$ cat src/rtl/gf180_ram_pkg.sv
// Shared constants and FSM state type for the GF180 256x8 SRAM arbiter.
package gf180_ram_pkg;

  localparam int ADDR_W    = 8;
  localparam int DATA_W    = 8;
  localparam int RAM_DEPTH = 256;

  typedef enum logic {
    ST_CLEAR = 1'b0,
    ST_RUN   = 1'b1
  } state_t;

endpackage

$ cat src/rtl/gf180_ram_arbiter_rr_arb2.sv
// Two-way round-robin arbiter: combinational grant, pointer remembers the last winner.
module rr_arb2 (
  input  logic       clk,
  input  logic       rst,
  input  logic       en,
  input  logic [1:0] req,
  output logic [1:0] gnt
);

  // High when port 1 won most recently; reset value lets port 0 win the first tie.
  logic last;

  always_comb begin
    gnt = 2'b00;
    if (en) begin
      case (req)
        2'b01:   gnt = 2'b01;
        2'b10:   gnt = 2'b10;
        2'b11:   gnt = last ? 2'b01 : 2'b10;
        default: gnt = 2'b00;
      endcase
    end
  end

  always_ff @(posedge clk or posedge rst) begin
    if (rst) begin
      last <= 1'b1;
    end else if (|gnt) begin
      last <= gnt[1];
    end
  end

endmodule

$ cat src/rtl/gf180_ram_arbiter.sv
// Two-port arbiter in front of a single-port 256x8 GF180 SRAM macro.
// Define GF180_RAM_ARB_CLEAR_EN to zero the whole array after every reset.
module gf180_ram_arbiter
  import gf180_ram_pkg::*;
#(
  parameter int ADDR_W = gf180_ram_pkg::ADDR_W,
  parameter int DATA_W = gf180_ram_pkg::DATA_W
) (
  input  logic              clk,
  input  logic              rst,
  input  logic [1:0]        req,
  input  logic [1:0]        we,
  input  logic [ADDR_W-1:0] addr0,
  input  logic [ADDR_W-1:0] addr1,
  input  logic [DATA_W-1:0] wdata0,
  input  logic [DATA_W-1:0] wdata1,
  input  logic [DATA_W-1:0] wmask0,
  input  logic [DATA_W-1:0] wmask1,
  output logic [1:0]        gnt,
  output logic [1:0]        rvalid,
  output logic [DATA_W-1:0] rdata0,
  output logic [DATA_W-1:0] rdata1,
  output logic              busy,
  output logic              ram_cen,
  output logic              ram_gwen,
  output logic [ADDR_W-1:0] ram_a,
  output logic [DATA_W-1:0] ram_d,
  output logic [DATA_W-1:0] ram_wen,
  input  logic [DATA_W-1:0] ram_q
);

  logic              clearing;
  logic              run;
  logic [ADDR_W-1:0] clr_addr;
  logic [DATA_W-1:0] hold0;
  logic [DATA_W-1:0] hold1;

`ifdef GF180_RAM_ARB_CLEAR_EN
  state_t            state;
  logic [ADDR_W-1:0] clr_cnt;

  // Sweep every address once, then hand the RAM over to the ports for good.
  always_ff @(posedge clk or posedge rst) begin
    if (rst) begin
      state   <= ST_CLEAR;
      clr_cnt <= '0;
    end else if (state == ST_CLEAR) begin
      clr_cnt <= clr_cnt + 1'b1;
      if (clr_cnt == ADDR_W'(RAM_DEPTH - 1)) begin
        state <= ST_RUN;
      end
    end
  end

  assign clearing = (state == ST_CLEAR) && !rst;
  assign busy     = (state == ST_CLEAR);
  assign clr_addr = clr_cnt;
`else
  assign clearing = 1'b0;
  assign busy     = 1'b0;
  assign clr_addr = '0;
`endif

  // Reset gates the grant path so no access can leak out while it is held.
  assign run = !rst && !clearing;

  rr_arb2 u_arb (
    .clk (clk),
    .rst (rst),
    .en  (run),
    .req (req),
    .gnt (gnt)
  );

  always_comb begin
    ram_cen  = 1'b1;
    ram_gwen = 1'b1;
    ram_wen  = '1;
    ram_a    = '0;
    ram_d    = '0;
    if (clearing) begin
      ram_cen  = 1'b0;
      ram_gwen = 1'b0;
      ram_wen  = '0;
      ram_a    = clr_addr;
    end else if (gnt[0]) begin
      ram_cen  = 1'b0;
      ram_gwen = ~we[0];
      ram_wen  = ~wmask0;
      ram_a    = addr0;
      ram_d    = wdata0;
    end else if (gnt[1]) begin
      ram_cen  = 1'b0;
      ram_gwen = ~we[1];
      ram_wen  = ~wmask1;
      ram_a    = addr1;
      ram_d    = wdata1;
    end
  end

  // RAM_Q appears one cycle after a read edge; capture it then so it survives later accesses.
  always_ff @(posedge clk or posedge rst) begin
    if (rst) begin
      rvalid <= 2'b00;
      hold0  <= '0;
      hold1  <= '0;
    end else begin
      rvalid <= gnt & ~we;
      if (rvalid[0]) begin
        hold0 <= ram_q;
      end
      if (rvalid[1]) begin
        hold1 <= ram_q;
      end
    end
  end

  assign rdata0 = rvalid[0] ? ram_q : hold0;
  assign rdata1 = rvalid[1] ? ram_q : hold1;

endmodule

$ cat config.mk
export PLATFORM = sky130hd
export DESIGN_NAME = gf180_ram_arbiter
export DESIGN_NICKNAME = d
export VERILOG_FILES = /design/src/rtl/gf180_ram_pkg.sv /design/src/rtl/gf180_ram_arbiter_rr_arb2.sv /design/src/rtl/gf180_ram_arbiter.sv
export SDC_FILE = /design/constraint.sdc
export NUM_CORES = 1
export LEC_CHECK = 0
export CELL_PAD_IN_SITES_DETAIL_PLACEMENT = 0
export CELL_PAD_IN_SITES_GLOBAL_PLACEMENT = 1
export CORE_MARGIN = 4
export CORE_UTILIZATION = 21
export CTS_CLUSTER_DIAMETER = 200
export CTS_CLUSTER_SIZE = 24
export DETAILED_ROUTE_END_ITERATION = 10
export PLACE_DENSITY_LB_ADDON = 0.1
export SLEW_MARGIN = 0
export SYNTH_ARGS = -nofsm -noshare
export SYNTH_HDL_FRONTEND = slang
export SYNTH_SLANG_ARGS = --single-unit
$ cat constraint.sdc
create_clock -name clk -period 2.2 [get_ports clk]
set_input_delay 0.22 -clock clk [delete_from_list [all_inputs] [get_ports clk]]
set_output_delay 0.22 -clock clk [all_outputs]
set_load 0.005 [all_outputs]
==> flow_metrics.env <==
export IMPL_synth_cell_area_sq_um=1130
export IMPL_rsz0062_at_grt="false"
export IMPL_hold_end="rvalid[1]"
export IMPL_antenna_found_initial=0
export IMPL_vias=1331
export IMPL_hold_buffers=0
export IMPL_cts_buffer_depth=2
export IMPL_die_h_microns=81.2
export IMPL_worstHoldStart="req[1]"
export IMPL_drt_wl_total_mm=4.32
export IMPL_r2r_end="hold0[7]"
export IMPL_finalHoldViolations=0
export IMPL_finClkSkew_ns=0.00435
export IMPL_ys_seq_area_share_pct=42.3
export IMPL_period_minus_slack_ns=2.11
export IMPL_cts_tree="done"
export IMPL_synth_net_count=176
export IMPL_grt_max_degree=22
export IMPL_drtIter0Drc=67
export IMPL_grtUsageTotal_pct=12.9
export IMPL_wl_per_cell_microns=15.0
export IMPL_port_buffers=107
export IMPL_fin_crit_sh_pct=95.9
export IMPL_num_rows=26
export IMPL_synth_seq_cells=19
export IMPL_setup_viol=0
export IMPL_status="finished, final reports clean"
export IMPL_hold_slack_ns=0.358
export IMPL_hpwl_mm=3.50
export IMPL_max_stage_delay_ns=0.58
export IMPL_leakage_nw=0.951
export IMPL_clk_latency_ns=0.25
export IMPL_cts_buffers=3
export IMPL_slew_viol_final=0
export IMPL_finalNetCount=281
export IMPL_gp_congestion=0.682
export IMPL_netlist_instances=114
export IMPL_endpoint_kind="output port"
export IMPL_power_density_nw_per_um2=544
export IMPL_clkTransAtPathRegs_ns=0.06
export IMPL_worstPathCellList="a21boi_2 -> buf_4 -> and3_1 -> a31oi_1 -> clkdlybuf4s50_1"
export IMPL_cts_root_buffer="clkbuf_8"
export IMPL_worstHoldPathCells=3
export IMPL_cts_sinks=19
export IMPL_yosys_warnings=0
export IMPL_critPathLaunch="u_arb.last"
export IMPL_die_area_sq_um=6600
export IMPL_viasPerCell=4.62
export IMPL_critPathTopFamily="buffers and inverters"
export IMPL_design_area_sq_um=2340
export IMPL_drtPass1Iterations=4
export IMPL_grt_pass1_wl_mm=6.60
export IMPL_slowest_stage="dfstp_2"
export IMPL_area_growth_pct=108
export IMPL_drv_cap=0
export IMPL_htreeDepth=1
export IMPL_timing_fmax_mhz=474
export IMPL_grt_ovfl_total=0
export IMPL_worstRegToRegCells=1
export IMPL_min_path_type="input pin to flip-flop"
export IMPL_r2r_setup_slack_ns=1.09
export IMPL_synth_cell_types=20
export IMPL_placed_cell_area_sq_um=2260
export IMPL_worst_path_buf_inv=2
export IMPL_die_width_microns=81.2
export IMPL_peakVddDrop_uv=217
export IMPL_cp_start_kind="flip-flop"
export IMPL_antenna_left=0
export IMPL_power_mw=1.28
export IMPL_drc_errors=0
export IMPL_io_pins=109
export IMPL_initial_utilization_pct=21.9
export IMPL_crit_arrival_ns=1.89
export IMPL_antenna_cells=0
export IMPL_core_area_sq_um=5140
export IMPL_setup_tns_ns=0
export IMPL_first_global_vias=1398
export IMPL_synth_avg_cell_area_sq_um=9.88
export IMPL_crit_fanout=12
export IMPL_drive_above_1_share_pct=14.7
export IMPL_path_class="flip-flop to output port"
export IMPL_cp_data_required_time_ns=1.98
export IMPL_rr_startpoint="rvalid[0]"
-- synthesized netlist by cell type --
master / count / share of area, %
a21boi_2: 1 / 1.0
a21oi_1: 1 / 0.44
a31oi_1: 10 / 5.6
a32oi_1: 16 / 12
and2_4: 1 / 0.78
and3_1: 9 / 5.0
buf_2: 2 / 0.89
buf_4: 2 / 1.3
buf_6: 2 / 2.0
clkbuf_1: 8 / 2.7
conb_1: 1 / 0.33
dfrtp_1: 18 / 40
dfstp_2: 1 / 2.3
inv_2: 1 / 0.33
mux2_2: 16 / 16
nand2_1: 3 / 1.0
nand2b_1: 1 / 0.56
nor2_1: 18 / 6.0
nor3_1: 2 / 0.89
o21ai_0: 1 / 0.44
-- where the power goes --
part | internal [mW] | switching (mW)
Combinational | 0.390 | 0.195
Sequential | 0.430 | 0.0298
Clock | 0.125 | 0.104
Total | 0.946 | 0.330
-- worst max path at each step --
stage            endpoint  slack [ns]  cells after the start
2_1_floorplan     ram_cen        0.69                      3
3_3_place_gp     ram_gwen        0.09                      6
3_5_place_dp     ram_gwen        0.05                      6
4_1_cts          ram_d[5]       0.003                      5
5_1_grt          ram_d[3]       0.002                      5
6_report       ram_wen[7]        0.09                      5
-- cells in the final DEF (no fill, tap or decap) --
master | synthesis | final
a32oi_1 | 16 | 16
nand2_1 | 3 | 3
dfstp_2 | 1 | 1
dfrtp_1 | 18 | 18
inv_2 | 1 | 1
nor3_1 | 2 | 2
buf_4 | 2 | 6
dlymetal6s2s_1 | 0 | 9
and2_4 | 1 | 1
nand2b_4 | 0 | 1
o21ai_0 | 1 | 1
a21oi_1 | 1 | 1
mux2_2 | 16 | 16
clkdlybuf4s50_1 | 0 | 98
and3_1 | 9 | 9
clkbuf_8 | 0 | 3
buf_8 | 0 | 1
a21boi_2 | 1 | 1
nor2_1 | 18 | 18
conb_1 | 1 | 1
clkinv_2 | 0 | 1
a31oi_1 | 10 | 10
-- stage by stage --
stage	util, %	std cells	worst slack (ns)
after floorplan	-	114	0.692
after global placement	44.0	284	0.0867
after detailed placement	44.0	284	0.0467
after CTS	44.9	288	0.00281
after global routing	45.6	288	0.00223
final	45.6	288	0.0893
-- cells by family after synthesis --
kind of cell / count (synthesis) / share of synthesized area, %
AOI/OAI and AO/OA: 29 / 19.9
buffers and inverters: 15 / 7.22
DFF: 19 / 42.3
muxes: 16 / 16.0
other: 1 / 0.333
and+or+nand+nor: 34 / 14.2
-- flip-flops by register name (all words and copies together) (netlist names) --
signal and flops:
hold1 8, u_arb.last 1, hold0 8, rvalid 2
-- layer usage --
metal,share of wire [%],vias to the layer above,track usage [%]
met4,0.58,0,3.04
met5,0,-,0
met2,52,60,23.6
met3,9.4,2,3.55
met1,38,637,14.6
li1,-,632,-
-- layout make-up --
type / instances / area, sq um
well taps: 70 / 87.6
inverters: 1 / 3.75
flip-flops and latches: 19 / 477
multi-input cells: 80 / 576
fillers: 536 / 2800
clock buffers: 3 / 41.3
repair buffers: 114 / 1150
clock inverters: 1 / 5.00
-- tightest hold or removal path: cells and delay by family --
family / cells / cell delay [ns]
buf+inv: 1 / 0.19
simple gates: 2 / 0.16
-- repair_timing --
action	in CTS	in global routing
setup endpoints to repair	0	24
buffers inserted	0	0
resized for setup	0	12
No activity file was read; power rests on OpenSTA's default activity.
